## src/rtl/sync_min_search.sv

```systemverilog
// Sweeps the difference memory once per diff_done edge and keeps the smallest of the first DIFF_ITER_LIMIT words.
// Latency 2^LOG2_DIFF_DEPTH+2 cycles edge-to-sync_valid; no backpressure, upstream must return data the cycle after each read.
module sync_min_search #(
  parameter int DATA_W          = 16,
  parameter int LOG2_DIFF_DEPTH = 5,
  parameter int DIFF_ITER_LIMIT = 17,
  parameter int DIFF_RESOLUTION = 50,
  parameter int OFFSET_W        = 10
) (
  input  logic                       clk,
  input  logic                       reset_s,
  input  logic                       diff_done,
  input  logic                       search_clr,
  input  logic [2*DATA_W-1:0]        diff_data_i,
  output logic                       diff_r_mem_en,
  output logic [2*DATA_W-1:0]        min_val,
  output logic [LOG2_DIFF_DEPTH-1:0] min_idx,
  output logic [OFFSET_W-1:0]        sync_offset,
  output logic                       sync_valid,
  output logic                       search_done
);

  typedef enum logic [1:0] {IDLE, READ, DRAIN, DONE} state_e;

  localparam logic [LOG2_DIFF_DEPTH-1:0] LAST_RD = '1;

  state_e                       state_q, state_d;
  logic                         diff_done_q;
  logic [LOG2_DIFF_DEPTH-1:0]   rd_cnt_q, rd_cnt_d;
  logic [LOG2_DIFF_DEPTH-1:0]   cmp_idx_q;
  logic                         cmp_vld_q;
  logic [2*DATA_W-1:0]          min_val_q, min_val_d;
  logic [LOG2_DIFF_DEPTH-1:0]   min_idx_q, min_idx_d;
  logic [OFFSET_W-1:0]          sync_offset_q, sync_offset_d;
  logic                         sync_valid_q;
  logic                         start_evt;
  logic                         upd;

  assign start_evt = (state_q == IDLE) && diff_done && !diff_done_q;

  always_ff @(posedge clk) begin
    if (reset_s) begin
      state_q <= IDLE;
    end else begin
      state_q <= state_d;
    end
  end

  always_comb begin
    state_d = state_q;
    case (state_q)
      IDLE:    if (start_evt) state_d = READ;
      READ:    if (rd_cnt_q == LAST_RD) state_d = DRAIN;
      DRAIN:   state_d = DONE;
      DONE:    if (search_clr) state_d = IDLE;
      default: state_d = IDLE;
    endcase
  end

  always_comb begin
    diff_r_mem_en = (state_q == READ);
    search_done   = (state_q == DONE);
  end

  // Compare stage runs one cycle behind the read issue, aligned with returning data.
  assign upd = cmp_vld_q
            && (32'(cmp_idx_q) < DIFF_ITER_LIMIT)
            && (diff_data_i < min_val_q);

  always_comb begin
    rd_cnt_d      = rd_cnt_q;
    min_val_d     = min_val_q;
    min_idx_d     = min_idx_q;
    sync_offset_d = sync_offset_q;
    if (start_evt) begin
      rd_cnt_d  = '0;
      min_val_d = '1;
      min_idx_d = '0;
    end else begin
      if (state_q == READ) rd_cnt_d = rd_cnt_q + 1'b1;
      if (upd) begin
        min_val_d = diff_data_i;
        min_idx_d = cmp_idx_q;
      end
    end
    // Use the next-state index so a final-cycle update is reflected in the offset.
    if (state_q == DRAIN) sync_offset_d = OFFSET_W'(32'(min_idx_d) * 32'(DIFF_RESOLUTION));
  end

  always_ff @(posedge clk) begin
    if (reset_s) begin
      diff_done_q   <= 1'b0;
      rd_cnt_q      <= '0;
      cmp_idx_q     <= '0;
      cmp_vld_q     <= 1'b0;
      min_val_q     <= '1;
      min_idx_q     <= '0;
      sync_offset_q <= '0;
      sync_valid_q  <= 1'b0;
    end else begin
      diff_done_q   <= diff_done;
      rd_cnt_q      <= rd_cnt_d;
      cmp_idx_q     <= rd_cnt_q;
      cmp_vld_q     <= diff_r_mem_en;
      min_val_q     <= min_val_d;
      min_idx_q     <= min_idx_d;
      sync_offset_q <= sync_offset_d;
      sync_valid_q  <= (state_q == DRAIN);
    end
  end

  assign min_val     = min_val_q;
  assign min_idx     = min_idx_q;
  assign sync_offset = sync_offset_q;
  assign sync_valid  = sync_valid_q;

endmodule

```

## config.mk

```make
export PLATFORM = sky130hd
export DESIGN_NAME = sync_min_search
export DESIGN_NICKNAME = d
export VERILOG_FILES = /design/src/rtl/sync_min_search.sv
export SDC_FILE = /design/constraint.sdc
export NUM_CORES = 1
export LEC_CHECK = 0
export CAP_MARGIN = 10
export CORE_MARGIN = 8
export CORE_UTILIZATION = 45
export DETAILED_ROUTE_END_ITERATION = 10
export PLACE_DENSITY = 0.85
export SETUP_SLACK_MARGIN = 0.4
export SLEW_MARGIN = 10
export SYNTH_ARGS = -nofsm -noshare
export SYNTH_HDL_FRONTEND = slang
export SYNTH_SLANG_ARGS = --single-unit
```

## constraint.sdc

```tcl
create_clock -name clk -period 4.7 [get_ports clk]
set_input_delay 0.705 -clock clk [delete_from_list [all_inputs] [get_ports clk]]
set_output_delay 0.705 -clock clk [all_outputs]
set_load 0.02 [all_outputs]
```

==> flow_summary.ini, run 1 <==
[run_status]
status = finished clean

[clock_tree]
cts_tree = done
path_clk_slew_ns = 0.07
cts_inserted_buffers = 9
clockBufferDepth = 2
cts_root_buf = clkbuf_8
clkLatencyLatePin_ns = 0.34
clock-sinks = 61
htree_levels = 3

[pwr]
p_leak_nw = 2.253
fin_total_pwr_w = 0.002662
powerDensity_mw_per_mm2 = 545.5
vdd_ir_drop_max_mv = 0.2946

[worst_hold_path]
worstHoldPathType = flip-flop to flip-flop

[floorplan]
num_io_pins = 86
fp.dieH_um = 102.5
start_util = 0.4647
coreArea_mm2 = 0.007253
die_w_um = 102.5
die-area_mm2 = 0.01052
row_count = 31

[drt]
wl_met1_um = 3745
top_layer_used = met4
wl_met2_um = 4601
first_pass_iters = 4
wirelength_um = 9371
via_per_inst = 5.323
num_vias = 3050
wl_met3_um = 764
post_drt_wl_per_cell_um = 16.35
drtIter0Drc = 145
antenna_left = 0
drc = 0

[worst_setup_path]
critPathLaunchType = input port
required_ns = 4.90
crit_path_max_fanout = 4
arrival_ns = 4.43
cp-end-kind = flip-flop
criticalPathCategory = input port to flip-flop

[place]
place_inst = 550
postPlaceCellArea_mm2 = 0.004307
place_congestion = 0.8124
placement.io_buffers = 84
place_ws_ns = -0.1585
hpwl_um = 6649

[logic_synthesis]
synth_edf_count = 0
synthCells = 376
async_flop_share = 0
ys.flop_type = dfxtp_1
synth_nets = 463
ys.warnings.count = 0
synth_seq_cells = 61
seq_area_frac_synth = 0.3623
yosys-top-cells-count = 61 x dfxtp_1, 50 x ha_1, 45 x nand2_1
syn_area_per_cell_um2 = 8.965
syn_area_mm2 = 0.003371
synth_top_cell_by_area = dfxtp_1
yosysMostFrequentCell = dfxtp_1
yosysTopAreaCellShare = 0.3623
netlist_top_cells_area = dfxtp_1 36%, ha_1 19%, o211ai_1 7.3%
synth.distinct_cells = 46

[global_route]
grt_max_degree = 64
grt.total_usage = 0.1726
grt-ovfl-total = 0
grt_pass1_wl_um = 14220
antenna_found_initial = 0
grt_pass1_vias = 3096

[timing]
finalMaxSlewViolations = 0
fin_tns_setup_ns = 0
finalWorstSetupSlack_ns = 0.4729
post-route-period-util = 0.8994
maxSlewHeadroom = 0.5401
fin_skew_ns = 0.008476
tightestPinTransition_ns = 0.6877
rsz0062_at_grt = false
setup_viol = 0
min_period_ns = 4.227
fmax_mhz = 236.6
hold_violations = 0

[finish]
synthToLayoutAreaGrowth_pct = 44.77
layout.nets = 556
fin_area_mm2 = 0.004880
instances_no_fill = 573
drive_gt1_frac = 0.1456
antennaDiodeCount = 0

[run]
maxCapViolCount = 0
==> layout make-up <==
type | count | area [µm²]
Clock inverter | 5 | 75.07
Multi-Input combinational cell | 257 | 2176
Inverter | 39 | 146.4
Sequential cell | 61 | 1221
Fill cell | 556 | 2374
Clock buffer | 11 | 131.4
Tap cell | 99 | 123.9
Timing Repair Buffer | 101 | 1006
==> power by group <==
group          internal [W]  leakage, nW  switching (W)  total [W]
combinational      0.000635         1.65       0.000787    0.00142
sequential         0.000656        0.498      0.0000817   0.000738
clock              0.000296        0.107       0.000206   0.000502
total               0.00159         2.25        0.00107    0.00266
==> final timing paths <==
path | start | endpoint | slack (ns) | cells after the start
setup / recovery | diff_data_i[25] | sync_offset[9]$_SDFFE_PP0P_ | 0.47 | 19
hold / removal | sync_offset[3]$_SDFFE_PP0P_ | sync_offset[3]$_SDFFE_PP0P_ | 0.48 | 2
setup reg to reg | min_val[13]$_SDFFE_PP1P_ | sync_offset[9]$_SDFFE_PP0P_ | 0.73 | 19
hold reg to reg | sync_offset[3]$_SDFFE_PP0P_ | sync_offset[3]$_SDFFE_PP0P_ | 0.48 | 2
==> worst max-delay path: stages <==
cell	delay [ns]
clkdlybuf4s50_1	0.43
ha_1	0.33
a21oi_1	0.16
o21ai_0	0.15
nor3b_2	0.23
o21ai_1	0.14
o211ai_4	0.27
buf_6	0.14
mux2i_1	0.25
nor2_1	0.11
ha_1	0.31
inv_2	0.07
ha_4	0.20
ha_4	0.22
ha_4	0.28
a31oi_4	0.08
xnor2_2	0.14
mux2i_1	0.16
nor2_1	0.06
==> layout by cell type, fill, tap and decap left out, types with 4 or more instances in the layout <==
cell             count
a211oi_1             4
a21oi_1             10
buf_4               14
clkbuf_8             9
clkdlybuf4s50_1     69
dfxtp_1             61
dlymetal6s2s_1      12
ha_1                34
ha_4                14
inv_1               38
mux2i_1             10
nand2_1             45
nand4_1              4
nor2_1              27
nor2b_1             10
o211ai_1            33
o21ai_0              7
o21ai_1              4
xnor2_1              7
xor2_1               4
==> flip-flops by register name, summed over array words and instances (netlist names) <==
signal       cells
state_q          2
min_idx          5
min_val         32
cmp_idx_q        5
sync_offset      9
sync_valid       1
cmp_vld_q        1
diff_done_q      1
rd_cnt_q         5
==> per-layer routing <==
| metal | track usage | up-vias |
|---|---|---|
| met2 | 0.2977 | 114 |
| met1 | 0.1931 | 1426 |
| met5 | 0 | - |
| met4 | 0.07901 | 0 |
| met3 | 0.04794 | 22 |
| li1 | - | 1488 |
==> per-stage QoR <==
stage,hold WS (ns),utilization
4_1_cts,0.4734,0.6395
2_1_floorplan,0.4644,-
6_report,0.4759,0.6728
3_5_place_dp,0.4579,0.5938
3_3_place_gp,0.4507,0.5938
5_1_grt,0.4804,0.6728
==> kinds of logic after synthesis <==
group,Yosys count,share of synthesized area
compound gates,75,0.1552
mux,13,0.03860
xor+xnor,12,0.03118
buf+inv,58,0.07498
simple gates,105,0.1451
fa+ha+maj,51,0.1915
other cells,1,0.001113
flops,61,0.3623
==> repair_timing <==
action,4_1_cts,5_1_grt
hold buffers,0,0
resized for setup,17,41
pin swaps,15,20
setup endpoints to repair,2,4
buffers inserted,4,3
Power figures use the tool's default switching activity.
==> inputs of run 2 (changes only) <==
Settings changed: CORE_MARGIN 8 to 5.
==> run 2 against run 1 <==
Net effect: hold slack worse by 0.0051 ns; largest cell class unchanged; first-iteration DRC count is 28% lower; final area is 1.4% lower; maximum frequency is 0.48% lower; sequential share of layout area is 0.34 points higher; wire length is 6.3% lower; clock power is 8.6% higher; flip-flop and latch count stayed put; non-clock buffer count is 1 lower; global-route usage is 1.1 points higher; critical path type unchanged; critical path depth is 1 lower.
==> flow_summary.ini, run 2 (synthesized netlist as in run 1, its figures left out) <==
[global_route]
grt-ovfl-total = 0
grt_pass1_vias = 2935
grt.total_usage = 0.1833
antenna_found_initial = 0
grt_max_degree = 64
grt_pass1_wl_um = 13270

[worst_setup_path]
required_ns = 4.91
cp-end-kind = flip-flop
criticalPathCategory = input port to flip-flop
critPathLaunchType = input port
arrival_ns = 4.46
crit_path_max_fanout = 5

[finish]
final_common_cell = clkdlybuf4s50_1
drive_gt1_frac = 0.1311
synthToLayoutAreaGrowth_pct = 42.80
fin_area_mm2 = 0.004813
largest_reg_flops = 32
antennaDiodeCount = 0
layout.nets = 555
layout_common_cells = 77 x clkdlybuf4s50_1, 61 x dfxtp_1, 45 x nand2_1

[floorplan]
row_count = 31
start_util = 0.4623
fp.dieH_um = 96.55
num_io_pins = 86
die-area_mm2 = 0.009321
coreArea_mm2 = 0.007292
die_w_um = 96.55

[timing]
hold_violations = 0
tightestPinTransition_ns = 0.6742
rsz0062_at_grt = false
setup_viol = 0
fmax_mhz = 235.4
finalMaxSlewViolations = 0
post-route-period-util = 0.9037
maxSlewHeadroom = 0.5491
min_period_ns = 4.247
fin_skew_ns = 0.01343
finalWorstSetupSlack_ns = 0.4526

[worst_hold_path]
worstHoldPathType = flip-flop to flip-flop

[drt]
num_vias = 2996
wl_met3_um = 684
drc = 0
wl_met2_um = 4208
wl_met1_um = 3665
via_per_inst = 5.238
antenna_left = 0
wirelength_um = 8779
post_drt_wl_per_cell_um = 15.35
drtIter0Drc = 105
first_pass_iters = 4
top_layer_used = met4

[clock_tree]
htree_levels = 3
clockBufferDepth = 2
ctsHoldBuffers = 0
clock-sinks = 61
cts_root_buf = clkbuf_8
cts_inserted_buffers = 9
cts_tree = done
clkLatencyLatePin_ns = 0.35
path_clk_slew_ns = 0.07

[place]
place_ws_ns = -0.1835
placement.io_buffers = 84
place_congestion = 0.8018
hpwl_um = 6243
postPlaceCellArea_mm2 = 0.004299

[run]
maxCapViolCount = 0

[pwr]
p_leak_nw = 2.176
vdd_ir_drop_max_mv = 0.2575
powerDensity_mw_per_mm2 = 547.8

[run_status]
status = finished clean
run 2: changes by cell type in the layout (fill, tap and decap cells not counted), moves of 2 or more:
cell / before / now
clkdlybuf4s50_1: 69 / 77
dlymetal6s2s_1: 12 / 4
ha_1: 34 / 38
ha_4: 14 / 11
a21oi_1: 10 / 12
a21oi_2: 3 / 1
buf_6: 3 / 1
clkbuf_1: 2 / 0
clkbuf_8: 9 / 11
clkinv_2: 3 / 1
run 2: cell type report:
class | count | area [µm²]
Clock buffer | 11 | 151.4
Sequential cell | 61 | 1221
Tap cell | 99 | 123.9
Fill cell | 577 | 2479
Clock inverter | 5 | 81.33
Multi-Input combinational cell | 257 | 2118
Inverter | 39 | 146.4
Timing Repair Buffer | 100 | 970.9
run 2: power breakdown:
part | switching (W) | total, W | internal [W]
Clock | 0.000217 | 0.000545 | 0.000328
Sequential | 0.0000805 | 0.000736 | 0.000656
Combinational | 0.000759 | 0.00136 | 0.000597
run 2: critical path: stages:
cell             delay [ns]
clkdlybuf4s50_1        0.45
ha_1                   0.34
a21oi_2                0.17
nor2b_1                0.09
o211ai_1               0.23
nand4b_1               0.22
o211ai_4               0.33
mux2i_2                0.27
buf_4                  0.16
nor2_4                 0.04
ha_1                   0.27
ha_1                   0.24
ha_4                   0.26
ha_4                   0.28
a31oi_4                0.07
xnor2_1                0.13
mux2i_1                0.15
nor2_1                 0.05
run 2: repair_timing:
| action | in CTS | in global routing |
|---|---|---|
| buffers inserted | 3 | 4 |
| resized for setup | 16 | 23 |
| setup endpoints to repair | 2 | 3 |
| pin swaps | 13 | 17 |
run 2: final timing paths:
kind / from / endpoint / slack, ns / cells past startpoint
worst max-delay path: diff_data_i[17] / sync_offset[9]$_SDFFE_PP0P_ / 0.45 / 18
worst min-delay path: sync_offset[3]$_SDFFE_PP0P_ / sync_offset[3]$_SDFFE_PP0P_ / 0.47 / 2
worst min register to register: sync_offset[3]$_SDFFE_PP0P_ / sync_offset[3]$_SDFFE_PP0P_ / 0.47 / 2
worst max register to register: min_val[13]$_SDFFE_PP1P_ / sync_offset[9]$_SDFFE_PP0P_ / 0.85 / 18
run 2: layer usage:
layer,track usage,vias up
li1,-,1486
met4,0.07009,0
met3,0.04725,23
met1,0.2232,1392
met2,0.3098,95
met5,0,-
run 2: per-stage QoR:
step           power [W]  hold slack (ns)  std cells  utilization  TNS, ns
3_3_place_gp    0.001935           0.4507        549       0.5896        0
6_report        0.002637           0.4708        572       0.6601        0
3_5_place_dp    0.001985           0.4570        549       0.5896  -0.2952
5_1_grt         0.002814           0.5050        572       0.6601        0
4_1_cts         0.002563           0.4743        568       0.6376        0
2_1_floorplan   0.001579           0.4644        376            -        0
